===== src/rtl/weight_load_16_pkg.sv =====
// Shared weight-RAM address map: layer codes, per-layer base rows, row geometry and FSM states.
// The weight-store reader and this writer both use it, so they always agree on the map.
package weight_load_16_pkg;

    localparam int DATA_LEN       = 8;
    localparam int DEPTH          = 256;
    localparam int AW             = $clog2(DEPTH);
    localparam int ROWS_PER_LAYER = 32;
    localparam int RCW            = $clog2(ROWS_PER_LAYER);
    localparam int WORDS_PER_ROW  = 9;
    localparam int WCW            = $clog2(WORDS_PER_ROW);
    localparam int ROW_W          = WORDS_PER_ROW * DATA_LEN;

    localparam logic [3:0] LAYER0 = 4'd0;
    localparam logic [3:0] LAYER1 = 4'd1;
    localparam logic [3:0] LAYER2 = 4'd2;
    localparam logic [3:0] LAYER3 = 4'd3;
    localparam logic [3:0] AFFINE = 4'd4;

    localparam logic [AW-1:0] BASE_LAYER0 = 8'd0;
    localparam logic [AW-1:0] BASE_LAYER1 = 8'd32;
    localparam logic [AW-1:0] BASE_LAYER2 = 8'd64;
    localparam logic [AW-1:0] BASE_LAYER3 = 8'd96;
    localparam logic [AW-1:0] BASE_AFFINE = 8'd128;

    typedef enum logic [2:0] {
        S_IDLE  = 3'd0,
        S_FILL  = 3'd1,
        S_WRITE = 3'd2,
        S_CHECK = 3'd3,
        S_DONE  = 3'd4
    } state_t;

    function automatic logic layer_valid(input logic [3:0] cs);
        case (cs)
            LAYER0, LAYER1, LAYER2, LAYER3, AFFINE: layer_valid = 1'b1;
            default:                                layer_valid = 1'b0;
        endcase
    endfunction

    function automatic logic [AW-1:0] layer_base(input logic [3:0] cs);
        case (cs)
            LAYER1:  layer_base = BASE_LAYER1;
            LAYER2:  layer_base = BASE_LAYER2;
            LAYER3:  layer_base = BASE_LAYER3;
            AFFINE:  layer_base = BASE_AFFINE;
            default: layer_base = BASE_LAYER0;
        endcase
    endfunction

endpackage


===== src/rtl/weight_load_16_row_packer_9.sv =====
// 9-lane row buffer: each pushed word lands in lane word_cnt; full_o flags the push of lane 8.
// row_nxt_o already contains the word being pushed this cycle, so the row can be registered on that edge.
module weight_load_16_row_packer_9
    import weight_load_16_pkg::*;
(
    input  logic                                   clk,
    input  logic                                   rst,
    input  logic                                   clear_i,
    input  logic                                   push_i,
    input  logic [DATA_LEN-1:0]                    din_i,
    output logic [WORDS_PER_ROW-1:0][DATA_LEN-1:0] row_nxt_o,
    output logic                                   full_o
);

    logic [WORDS_PER_ROW-1:0][DATA_LEN-1:0] buf_q;
    logic [WCW-1:0]                         cnt_q;
    logic [WCW-1:0]                         cnt_d;
    logic                                   last_lane;

    assign last_lane = (cnt_q == WCW'(WORDS_PER_ROW - 1));
    assign full_o    = push_i && last_lane;

    always_comb begin
        row_nxt_o = buf_q;
        if (push_i) begin
            row_nxt_o[cnt_q] = din_i;
        end
    end

    always_comb begin
        cnt_d = cnt_q;
        if (clear_i) begin
            cnt_d = '0;
        end else if (push_i) begin
            cnt_d = last_lane ? '0 : cnt_q + 1'b1;
        end
    end

    always_ff @(posedge clk or posedge rst) begin
        if (rst) begin
            buf_q <= '0;
            cnt_q <= '0;
        end else begin
            cnt_q <= cnt_d;
            if (push_i && !clear_i) begin
                buf_q <= row_nxt_o;
            end
        end
    end

endmodule


===== src/rtl/weight_load_16.sv =====
// Weight RAM writer: packs 9 stream words per row, writes 32 rows at layer base + row; one bubble per row.
// Optional trailing checksum word under WLOAD_CHECKSUM_EN; in_valid stalls indefinitely, in_ready only in FILL/CHECK.
module weight_load_16
    import weight_load_16_pkg::*;
(
    input  logic                clk,
    input  logic                rst,
    input  logic                start_i,
    input  logic [3:0]          cs_i,
    input  logic                in_valid_i,
    input  logic [DATA_LEN-1:0] din_i,
    output logic                in_ready_o,
    output logic                we_o,
    output logic [AW-1:0]       waddr_o,
    output logic [ROW_W-1:0]    wdata_o,
    output logic                busy_o,
    output logic                done_o,
    output logic                err_o
);

    state_t                                 state_q;
    logic [AW-1:0]                          base_q;
    logic [RCW-1:0]                         row_cnt_q;
    logic                                   in_ready_q;
    logic                                   we_q;
    logic [AW-1:0]                          waddr_q;
    logic [ROW_W-1:0]                       wdata_q;
    logic                                   busy_q;
    logic                                   done_q;

    logic                                   accept;
    logic                                   start_ok;
    logic                                   pk_push;
    logic                                   pk_full;
    logic [WORDS_PER_ROW-1:0][DATA_LEN-1:0] pk_row_nxt;
    logic                                   last_row;

    assign accept   = in_valid_i && in_ready_q;
    assign start_ok = (state_q == S_IDLE) && start_i && layer_valid(cs_i);
    assign pk_push  = accept && (state_q == S_FILL);
    assign last_row = (row_cnt_q == RCW'(ROWS_PER_LAYER - 1));

    weight_load_16_row_packer_9 u_packer (
        .clk       (clk),
        .rst       (rst),
        .clear_i   (start_ok),
        .push_i    (pk_push),
        .din_i     (din_i),
        .row_nxt_o (pk_row_nxt),
        .full_o    (pk_full)
    );

`ifdef WLOAD_CHECKSUM_EN
    logic [DATA_LEN-1:0] sum_q;
    logic                err_q;
    assign err_o = err_q;
`else
    assign err_o = 1'b0;
`endif

    always_ff @(posedge clk or posedge rst) begin
        if (rst) begin
            state_q    <= S_IDLE;
            base_q     <= '0;
            row_cnt_q  <= '0;
            in_ready_q <= 1'b0;
            we_q       <= 1'b0;
            waddr_q    <= '0;
            wdata_q    <= '0;
            busy_q     <= 1'b0;
            done_q     <= 1'b0;
`ifdef WLOAD_CHECKSUM_EN
            sum_q      <= '0;
            err_q      <= 1'b0;
`endif
        end else begin
            we_q   <= 1'b0;
            done_q <= 1'b0;
            case (state_q)
                S_IDLE: begin
                    if (start_ok) begin
                        base_q     <= layer_base(cs_i);
                        row_cnt_q  <= '0;
                        in_ready_q <= 1'b1;
                        busy_q     <= 1'b1;
                        state_q    <= S_FILL;
`ifdef WLOAD_CHECKSUM_EN
                        sum_q      <= '0;
                        err_q      <= 1'b0;
`endif
                    end
                end
                S_FILL: begin
                    if (accept) begin
`ifdef WLOAD_CHECKSUM_EN
                        sum_q <= sum_q + din_i;
`endif
                        // Ninth word: the row (with this word merged) goes out on the next cycle.
                        if (pk_full) begin
                            in_ready_q <= 1'b0;
                            we_q       <= 1'b1;
                            waddr_q    <= base_q + AW'(row_cnt_q);
                            wdata_q    <= pk_row_nxt;
                            state_q    <= S_WRITE;
                        end
                    end
                end
                S_WRITE: begin
                    row_cnt_q <= row_cnt_q + 1'b1;
                    if (last_row) begin
`ifdef WLOAD_CHECKSUM_EN
                        in_ready_q <= 1'b1;
                        state_q    <= S_CHECK;
`else
                        done_q     <= 1'b1;
                        state_q    <= S_DONE;
`endif
                    end else begin
                        in_ready_q <= 1'b1;
                        state_q    <= S_FILL;
                    end
                end
`ifdef WLOAD_CHECKSUM_EN
                S_CHECK: begin
                    if (accept) begin
                        err_q      <= (din_i != sum_q);
                        in_ready_q <= 1'b0;
                        done_q     <= 1'b1;
                        state_q    <= S_DONE;
                    end
                end
`endif
                S_DONE: begin
                    busy_q  <= 1'b0;
                    state_q <= S_IDLE;
                end
                default: begin
                    in_ready_q <= 1'b0;
                    busy_q     <= 1'b0;
                    state_q    <= S_IDLE;
                end
            endcase
        end
    end

    assign in_ready_o = in_ready_q;
    assign we_o       = we_q;
    assign waddr_o    = waddr_q;
    assign wdata_o    = wdata_q;
    assign busy_o     = busy_q;
    assign done_o     = done_q;

endmodule


===== config.mk =====
export PLATFORM = sky130hd
export DESIGN_NAME = weight_load_16
export DESIGN_NICKNAME = d
export VERILOG_FILES = /design/src/rtl/weight_load_16_pkg.sv /design/src/rtl/weight_load_16_row_packer_9.sv /design/src/rtl/weight_load_16.sv
export SDC_FILE = /design/constraint.sdc
export NUM_CORES = 1
export LEC_CHECK = 0
export BUFFER_PORTS_ARGS = -buffer_cell sky130_fd_sc_hd__buf_2
export CELL_PAD_IN_SITES_DETAIL_PLACEMENT = 1
export CELL_PAD_IN_SITES_GLOBAL_PLACEMENT = 1
export CORE_MARGIN = 3
export CORE_UTILIZATION = 49
export DETAILED_ROUTE_END_ITERATION = 16
export HOLD_SLACK_MARGIN = 0.1
export PLACE_DENSITY = 0.86
export SYNTH_ARGS = -nofsm -noshare
export SYNTH_HDL_FRONTEND = slang
export SYNTH_HIERARCHICAL = 1
export SYNTH_SLANG_ARGS = --single-unit

===== constraint.sdc =====
create_clock -name clk -period 3.2 [get_ports clk]
set_clock_uncertainty 0.05 [all_clocks]
set_input_delay 0.16 -clock clk [delete_from_list [all_inputs] [get_ports clk]]
set_output_delay 0.16 -clock clk [all_outputs]
set_load 0.01 [all_outputs]

==> results of run 1 <==
-- logic make-up (layout without fill, tap and decap cells) --
group                    after synthesis  in the layout
multiplexers                         225            225
AND/OR/NAND/NOR                       70             70
buffers and inverters                 33            152
other                                  1              1
flip-flops                           171            171
AO/OA/AOI/OAI                         28             28
adder cells (fa/ha/maj)                6              6
-- cells in the mapped netlist (3+ instances only) --
cell type | n | share of area (%)
nor2_1 | 5 | 0.23
inv_1 | 6 | 0.27
buf_12 | 9 | 2.2
mux2_4 | 87 | 16
nand3_2 | 4 | 0.49
a21oi_1 | 10 | 0.61
nand3_1 | 5 | 0.30
clkbuf_1 | 11 | 0.50
o21ai_0 | 7 | 0.43
nand2b_1 | 5 | 0.38
nor2b_1 | 6 | 0.46
nand2_2 | 4 | 0.30
ha_1 | 6 | 0.91
buf_4 | 3 | 0.27
dfrtp_1 | 171 | 52
mux2_2 | 135 | 18
nor2_4 | 5 | 0.68
nand2_1 | 11 | 0.50
buf_6 | 3 | 0.41
-- worst min-delay path by stage --
stage | startpoint | endpoint
6_report | start_i | state_q[0]
5_1_grt | start_i | base_q[6]
4_1_cts | start_i | state_q[0]
3_5_place_dp | rst | u_packer/buf_q[14]
3_3_place_gp | rst | u_packer/buf_q[14]
2_1_floorplan | din_i[0] | u_packer/buf_q[40]
-- metrics by stage --
| stage | hold slack (ns) | setup WS [ns] | util [%] | power, mW |
|---|---|---|---|---|
| floorplan | 0.262 | 0.513 | - | 5.09 |
| global placement | 0.188 | 0.451 | 54.5 | 5.62 |
| detailed placement | 0.213 | 0.299 | 54.5 | 5.84 |
| CTS | 0.179 | 0.222 | 58.8 | 8.09 |
| global route | 0.227 | 0.0399 | 58.8 | 8.44 |
| finish | 0.206 | 0.277 | 58.8 | 8.01 |
-- state kept, by name (all words and copies together), names as in the netlist, 3 cells and up --
signal,cells
wdata_o,72
waddr_o,8
row_cnt_q,5
base_q,3
u_packer/buf_q,72
state_q,3
u_packer/cnt_q,4
-- critical path, cell delays in order, from the launching register on --
cell,delay [ns]
dfrtp_1,0.50
nor4bb_4,0.38
and2_2,0.21
nand2b_1,0.06
or2_1,0.43
inv_1,0.21
and3_4,0.28
buf_12,0.30
mux2_2,0.37
-- metal layers --
metal  global-route usage, %  wire, um  vias up
li1                        -         -     2114
met1                    27.0      8140     2456
met2                    36.6      9510       95
met3                    4.83       854       11
met4                    5.32       152        0
met5                       0         0        -
-- layout make-up --
cell class,count,area share [%]
Inverter,6,0.250
Clock buffer,19,4.76
Tap cell,216,2.84
Clock inverter,13,1.80
Multi-Input combinational cell,330,38.4
Sequential cell,171,45.0
Timing Repair Buffer,114,6.97
-- report_power, final --
group | switching, mW | total [mW] | internal [mW]
Clock | 0.824 | 2.17 | 1.34
Combinational | 1.07 | 2.48 | 1.41
Sequential | 0.493 | 3.37 | 2.87
Total | 2.38 | 8.01 | 5.62
==> results.md, run 1 <==
- Leak Pwr: 4.74 nW
- RSZ-0062 raised after global routing: false
- Area after DPL: 8820 um^2
- Critical Path RT: 3.45 ns
- Crit end category: flop
- GRT Total Usage: 21.1%
- Starting Density: 50.9%
- Setup bufs post-CTS: 0
- Post-synthesis simple-gate area fraction: 6.62%
- WL per Instance: 21.5 um
- Number of placement rows: 46
- Die area: 18400 um^2
- Hold_buf cts: 7
- WL final: 18700 um
- Most common cell after layout, fill and taps aside: dfrtp_1
- Post-Place Cells: 830
- H-tree level count: 4
- DP Wirelength: 12300 um
- First-pass iteration count of the detailed router: 5
- Clk_lat worst skew: 0.41 ns
- R2R Path End: waddr_o[5]
- Avg Cell Area, Syn: 15.4 um^2
- Setup crit start: state_q[1]
- Gpl congestion: 0.775
- Yosys cell types: 52
- CP Class: reg2reg
- Die Y: 136 um
- Filler cells: 1563
- Clk sink count: 171
- WHS Path Cells: 4
- CTS tree: done
- Max IR drop VDD: 0.470 mV
- Crit-path max FO: 40
- Share of layout cells above drive strength 1: 59.7%
- Synth Register Bits: 171
- CTS Root Cell: clkbuf_16
- Diodes inserted: 0
- Setup tns final: 0 ns
- Maximum clock rate: 342 MHz
- Status: finished clean
- Fin. Hold Viols: 0
- CP startpoint kind: flop
- Post_cts resized: 0
- Mux share of post-synthesis cell area: 34.7%
- Yosys warns: 6
- Period minus WS final: 2.92 ns
- Synth Flop Type: dfrtp_1
- Final Max Tran Viols: 0
- Slew @ Worst Pin: 0.706 ns
- Number of synthesized flops with an enable pin: 0
- Endpoints failing setup: 0
- Synth Area in Compound Gates: 2.07%
- Crit path arrival time: 3.17 ns
- Area growth syn-to-layout: 15.5%
- Post-synthesis sequential area ratio: 51.9%
- Mapped Cells: 534
- Reg2Reg Setup Slack: 0.28 ns
- Nets: 662
- Core area: 16200 um^2
- Path category of the worst min-delay check: in2reg
- Vias in the first global route: 5277
- R2R Path Start: state_q[1]
- DR DRC count: 0
- Most frequent cells in the layout: 171 x dfrtp_1, 135 x mux2_2, 99 x buf_2
- Tcrit/Tclk final: 91.3%
- Xor/xnor share of the synthesized area: 0%
- Register area: 4280 um^2
- Relative slew slack: 52.8%
- # IOs: 101
- First-pass GRT wire length: 29900 um
- Syn nets: 556
- Synthesized area: 8240 um^2
- Largest net degree at the start of global routing: 96
- Number of buffers created by CTS: 17
- Adder and majority cell fraction of the synthesized area: 0.911%
- Main combinational cell family by area after synthesis: multiplexers
- Die width: 136 um
- Number of nets with antenna violations after routing: 0
- Power density cells: 841 nW/um^2
- Vias: 4676
- Final std cells w/o fill: 869
- Clk slew on worst S/H paths: 0.06 ns
- Longest Clk Path Bufs: 2
- FFs w/ async S/R, synth: 100%
- Number of vias per cell: 5.38
- CP Capture Point: waddr_o[5]
- Reg2Reg Depth: 8
- Multi-input gate area: 3650 um^2
- Initial detailed-routing violation count: 147
- MaxCap Viol Count: 0
- GRT overflow: 0
- Final instance area: 9510 um^2
- Port bufs: 99
- Initial antenna violation count: 0
(Power assumes the default switching activity.)
==> run 2: changes to the inputs <==
- ABC_AREA: default -> 1
- CORE_UTILIZATION: 49 -> 43
==> results.md, run 2 <==
- Area after DPL: 9120 um^2 (+3.4%)
- Gpl congestion: 0.805 (+3.9%)
- Reg2Reg Depth: 14 (+6)
- Synth Register Bits: 171 (unchanged)
- H-tree level count: 4 (unchanged)
- Largest area contributor in the netlist: dfrtp_1
- Synthesized area: 8460 um^2 (+2.7%)
- First-pass GRT wire length: 40700 um (+36%)
- Core Util, Final: 51.3% (-7.5 points)
- Most common cell after layout, fill and taps aside: nand2_1
- Multi-input gate area: 3470 um^2 (-5.1%)
- RSZ-0062 raised after global routing: false
- Syn nets: 1117 (+100%)
- DP Wirelength: 15700 um (+28%)
- Number of nets with antenna violations after routing: 0 (unchanged)
- Critical Path RT: 3.50 ns (+0.05 ns)
- Reg2Reg Setup Slack: 0.58 ns (+0.31 ns)
- Number of placement rows: 50 (+8.7%)
- Status: finished clean
- Clk slew on worst S/H paths: 0.06 ns (about the same)
- Longest Clk Path Bufs: 2 (unchanged)
- Starting Density: 44.5% (-6.4 points)
- Pre-CTS setup slack: 0.578 ns (+0.280 ns)
- Port bufs: 99 (unchanged)
- MaxCap Viol Count: 0 (unchanged)
- Hold slack: 0.129 ns (-0.0775 ns)
- Final instance area: 9760 um^2 (+2.5%)
- Crit-path max FO: 58 (+45%)
- CTS tree: done
- Slew @ Worst Pin: 1.12 ns (+0.418 ns)
- Worst setup margin: 0.583 ns (+0.306 ns)
- DR DRC count: 0 (unchanged)
- Max incr delay on CP: 0.41 ns (-0.09 ns)
- Tot Pwr: 5.94 mW (-26%)
- GRT overflow: 0 (unchanged)
- Hold EP: base_q[5]
- Most frequent cells in the layout: 407 x nand2_1, 171 x dfrtp_1, 149 x nand3_1
- Seq pwr share: 42.8% (+0.8 points)
- Period minus WS final: 2.62 ns (-0.306 ns)
- WL per Instance: 16.9 um (-21%)
- Sw Pwr: 1.95 mW (-18%)
- Crit path arrival time: 2.92 ns (-0.25 ns)
- CP Class: reg2reg
- Clock network power share: 35.2% (+8.2 points)
- Synth Flop Type: dfrtp_1
- Cell Chain, Critical Path: inv_1 > nand2_1 > nor2_2 > inv_2 > nor2_1 > nand2_1 > inv_2 > nand2_2 > inv_1 > nand3_2 > nor2_8 > buf_12 > nor2_1 > a21oi_1
- Yosys cell types: 29 (-44%)
- CP startpoint kind: flop
- Crit end category: flop
- Register area: 4280 um^2 (unchanged)
- Avg Cell Area, Syn: 7.73 um^2 (-50%)
- Top cells by area, synth: dfrtp_1 51%, nand2_1 18%, nand3_1 8.8%
- Post-synthesis sequential area ratio: 50.6% (-1.4 points)
- Most frequent cells after synthesis: 407 x nand2_1, 171 x dfrtp_1, 149 x nand3_1, 95 x inv_1, 76 x o21ai_0
- Setup bufs post-CTS: 0 (unchanged)
- Core area: 19000 um^2 (+18%)
- Internal power: 3.98 mW (-29%)
- Number of vias per cell: 5.18 (-3.7%)
- Max IR drop VDD: 0.387 mV (-18%)
- Tcrit/Tclk final: 81.8% (-9.6 points)
- Post-synth top area share: 50.6% (-1.4 points)
- # IOs: 101 (unchanged)
- Slowest-stage cell, CP: nor2_8
- Share of layout cells above drive strength 1: 13.4% (-46 points)
- Largest net degree at the start of global routing: 77 (-20%)
- Diodes inserted: 0 (unchanged)
- Most common cell in the netlist: nand2_1
- R2R Path Start: state_q[1]
- Relative slew slack: 25.1% (-28 points)
- Endpoints failing setup: 0 (unchanged)
- HP Start: cs_i[3]
- WL final: 24500 um (+32%)
- Comb power frac: 22.0% (-8.9 points)
- Clk sink count: 171 (unchanged)
- Switching share of power: 32.9% (+3.1 points)
- Final Max Tran Viols: 0 (unchanged)
- Nets: 1203 (+82%)
- Die area: 21400 um^2 (+16%)
- Initial detailed-routing violation count: 350 (+140%)
- Path category of the worst min-delay check: in2reg
- Yosys warns: 6 (unchanged)
- Vias in the first global route: 8079 (+53%)
- GRT Total Usage: 23.4% (+2.3 points)
- Clk_lat worst skew: 0.43 ns (+0.02 ns)
- Maximum clock rate: 382 MHz (+12%)
- Mapped Cells: 1095 (+110%)
- FFs w/ async S/R, synth: 100% (unchanged)
- Filler cells: 2429 (+55%)
- CTS Root Cell: clkbuf_16
- Die Y: 146 um (+7.8%)
- Leak Pwr: 5.67 nW (+20%)
- Initial antenna violation count: 0 (unchanged)
- Area growth syn-to-layout: 15.3%
- Vias: 7538 (+61%)
- First-pass iteration count of the detailed router: 5 (unchanged)
- Fin. Hold Viols: 0 (unchanged)
- Setup tns final: 0 ns (unchanged)
- Die width: 146 um (+7.8%)
- Final std cells w/o fill: 1454 (+67%)
- Number of synthesized flops with an enable pin: 0 (unchanged)
- R2R Path End: waddr_o[7]
- Number of buffers created by CTS: 17 (unchanged)
- Power density cells: 609 nW/um^2 (-28%)
- Post-Place Cells: 1417 (+71%)
- WHS Path Cells: 5 (+1)
## run 2: changes by cell type in the layout (fill, tap and decap cells not counted), sizes merged, moves of 5 or more
cell    before  now
o21ai        7   82
nand2b       5    0
and2         3   72
inv          6  100
nand3        9  150
nor2        13   24
clkinv       8   16
nor2b        6    0
mux2       224    0
nand2       15  409
buf        107  115
## run 2: power by group through the flow
stage | logic, mW | registers (mW) | clock network (mW)
floorplan | 0.966 | 2.53 | 0
global placement | 1.21 | 2.56 | 0
detailed placement | 1.26 | 2.58 | 0
CTS | 1.31 | 2.54 | 2.13
global route | 1.46 | 2.56 | 2.23
finish | 1.31 | 2.54 | 2.09
## run 2: timing repair
item,4_1_cts,5_1_grt
endpoints found under the hold margin,62,0
hold buffers,5,0
gates resized for setup,0,0
## run 2: cell type report
| class | instances | area share (%) |
|---|---|---|
| Multi-Input combinational cell | 760 | 35.6 |
| Clock buffer | 20 | 4.48 |
| Tap cell | 260 | 3.33 |
| Clock inverter | 12 | 1.53 |
| Inverter | 111 | 4.30 |
| Timing Repair Buffer | 120 | 6.95 |
| Sequential cell | 171 | 43.9 |
## run 2: logic make-up after synthesis
| group | synth area share [%] |
|---|---|
| AND/OR/NAND/NOR | 34.3 |
| flip-flops | 50.6 |
| buffers and inverters | 8.44 |
| AO/OA/AOI/OAI | 5.65 |
| adder cells (fa/ha/maj) | 0.887 |
| XOR/XNOR | 0.104 |
| other | 0.0443 |
## run 2: critical path: cells and delay by family (launching register included)
kind,cells,cell delay [ns]
AND/OR/NAND/NOR,8,1.34
buffers and inverters,5,0.63
flip-flops,1,0.39
AO/OA/AOI/OAI,1,0.13
## run 2: worst max path at each step
stage | start | cells past startpoint | slack (ns) | endpoint
finish | state_q[1] | 14 | 0.58 | waddr_o[7]
CTS | state_q[2] | 14 | 0.56 | waddr_o[2]
detailed placement | state_q[2] | 14 | 0.58 | waddr_o[2]
global placement | state_q[2] | 14 | 0.68 | waddr_o[5]
floorplan | rst | 1 | 0.51 | base_q[5]
global route | state_q[2] | 14 | 0.26 | waddr_o[7]
## run 2: routing by layer
layer  share of wire (%)  wire, um  track usage (%)
met3                 2.9       713             3.29
met1                  43     10600             29.3
met4                 2.0       496             7.81
met5                   0         0                0
met2                  52     12700             41.7
==> run 3: changes to the inputs <==
- clock period: 3.2 -> 2.74 ns (I/O delays scaled with it)
==> results.md, run 3 (synthesized netlist as in run 2, its figures left out) <==
- Status: finished clean
- Final std cells w/o fill: 1457 (+0.21%)
- Tcrit/Tclk final: 90.3% (+8.5 points)
- CTS Root Cell: clkbuf_16
- Worst path bufs/invs: 4 (-1)
- GRT Total Usage: 23.3% (-0.071 points)
- Leak Pwr: 5.70 nW (+0.57%)
- Die area: 21400 um^2 (unchanged)
- Internal power: 4.73 mW (+19%)
- Seq pwr share: 42.6% (-0.2 points)
- Number of nets with antenna violations after routing: 0 (unchanged)
- Number of placement rows: 50 (unchanged)
- Final Max Tran Viols: 0 (unchanged)
- First-pass GRT wire length: 40700 um (about the same)
- Critical Path RT: 3.01 ns (-0.49 ns)
- WL final: 24200 um (-1.3%)
- Post_cts resized: 0 (unchanged)
- RSZ-0062 raised after global routing: false
- Largest net degree at the start of global routing: 77 (unchanged)
- # IOs: 101 (unchanged)
- Top cell by count, worst path: nand2_1
- Switching share of power: 32.0% (-0.87 points)
- Core area: 19000 um^2 (unchanged)
- Crit end category: flop
- Hold slack: 0.151 ns (+0.0225 ns)
- CP startpoint kind: flop
- Sw Pwr: 2.23 mW (+14%)
- Setup bufs post-CTS: 0 (unchanged)
- Slew @ Worst Pin: 0.837 ns (-0.287 ns)
- Clock network power share: 35.3% (about the same)
- Die Y: 146 um (unchanged)
- Post-Place Cells: 1419 (+0.14%)
- Path category of the worst min-delay check: in2reg
- Endpoints failing setup: 0 (unchanged)
- DP Wirelength: 15400 um (-2.0%)
- Die width: 146 um (unchanged)
- Share of layout cells above drive strength 1: 13.2% (-0.20 points)
- Max IR drop VDD: 0.421 mV (+8.7%)
- Slowest-stage cell, CP: buf_4
- Cell Chain, Critical Path: inv_1 > ha_1 > nand2_1 > inv_2 > nand2_2 > inv_1 > nand3_2 > buf_4 > nand2_1 > nand4_1 > nand2_1
- Number of buffers created by CTS: 17 (unchanged)
- Starting Density: 44.5% (unchanged)
- CP Class: reg2reg
- Port bufs: 99 (unchanged)
- Comb power frac: 22.1% (about the same)
- Maximum clock rate: 404 MHz (+5.8%)
- Nets: 1206 (+0.25%)
- Area after DPL: 9170 um^2 (+0.58%)
- Power density cells: 709 nW/um^2 (+16%)
- Crit-path max FO: 76 (+31%)
- Diodes inserted: 0 (unchanged)
- Gpl congestion: 0.784 (-2.6%)
- Final instance area: 9820 um^2 (+0.69%)
- Clk sink count: 171 (unchanged)
- Clk_lat worst skew: 0.43 ns (about the same)
- Most common cell after layout, fill and taps aside: nand2_1
- Crit path max-delay family: buffers and inverters
- Vias: 7563 (+0.33%)
- Number of vias per cell: 5.19 (+0.13%)
- Multi-input gate area: 3470 um^2 (unchanged)
- Vias in the first global route: 8198 (+1.5%)
- Filler cells: 2452 (+0.95%)
- GRT overflow: 0 (unchanged)
- Relative slew slack: 44.2% (+19 points)
- Area growth syn-to-layout: 16.1%
- WL per Instance: 16.6 um (-1.5%)
- Longest Clk Path Bufs: 2 (unchanged)
- Initial detailed-routing violation count: 356 (+1.7%)
- DR DRC count: 0 (unchanged)
- Hold_buf cts: 6 (+1)
- MaxCap Viol Count: 0 (unchanged)
- Setup tns final: 0 ns (unchanged)
- Period minus WS final: 2.47 ns (-0.143 ns)
- CTS tree: done
- H-tree level count: 4 (unchanged)
- Max incr delay on CP: 0.62 ns (+0.21 ns)
- Crit path arrival time: 2.74 ns (-0.18 ns)
- Most frequent cells in the layout: 407 x nand2_1, 171 x dfrtp_1, 149 x nand3_1
- Tot Pwr: 6.96 mW (+17%)
- Fin. Hold Viols: 0 (unchanged)
- First-pass iteration count of the detailed router: 4 (-1)
- Initial antenna violation count: 0 (unchanged)
- Register area: 4280 um^2 (unchanged)
- Clk slew on worst S/H paths: 0.06 ns (about the same)
[run 3: power groups by stage]
stage | Combinational, mW | Clock (mW) | Sequential [mW]
after CTS | 1.54 | 2.51 | 2.97
after global routing | 1.73 | 2.63 | 3.00
after global placement | 1.44 | 0 | 2.99
after floorplan | 1.13 | 0 | 2.95
final | 1.54 | 2.46 | 2.97
after detailed placement | 1.49 | 0 | 3.01
[run 3: worst reg2reg max path, delay by kind of cell (launching register included)]
family                   cells  cell delay [ns]
flip-flops                   1             0.45
adder cells (fa/ha/maj)      1             0.22
AND/OR/NAND/NOR              6             0.81
buffers and inverters        4             0.84
[run 3: worst paths after layout]
check,from,endpoint,slack (ns),depth (start not counted)
worst max-delay path,u_packer/cnt_q[0],in_ready_o,0.27,11
worst max register to register,u_packer/cnt_q[0],in_ready_o,0.27,11
max in group asynchronous,rst,wdata_o[4],1.59,4
min in group asynchronous,rst,u_packer/buf_q[32],0.32,4
worst min register to register,wdata_o[17],wdata_o[17],0.43,2
worst min-delay path,cs_i[3],base_q[6],0.15,4
[run 3: final cells by class]
| cell class | count | area share [%] |
|---|---|---|
| Multi-Input combinational cell | 760 | 35.3 |
| Sequential cell | 171 | 43.6 |
| Clock inverter | 6 | 1.13 |
| Inverter | 111 | 4.27 |
| Timing Repair Buffer | 123 | 7.54 |
| Clock buffer | 26 | 4.88 |
| Tap cell | 260 | 3.31 |
[run 3: metal layers]
layer	global-route usage, %	up-vias	wire, um
met4	9.17	0	474
met5	0	-	0
met1	28.8	3783	10600
met3	4.35	33	1040
li1	-	3600	-
met2	40.4	147	12100
[run 3: stage by stage]
stage / worst slack (ns) / util [%]
3_3_place_gp: 0.398 / 48.2
4_1_cts: 0.243 / 51.7
5_1_grt: 0.0677 / 51.7
2_1_floorplan: 0.0760 / -
3_5_place_dp: 0.252 / 48.2
6_report: 0.267 / 51.7
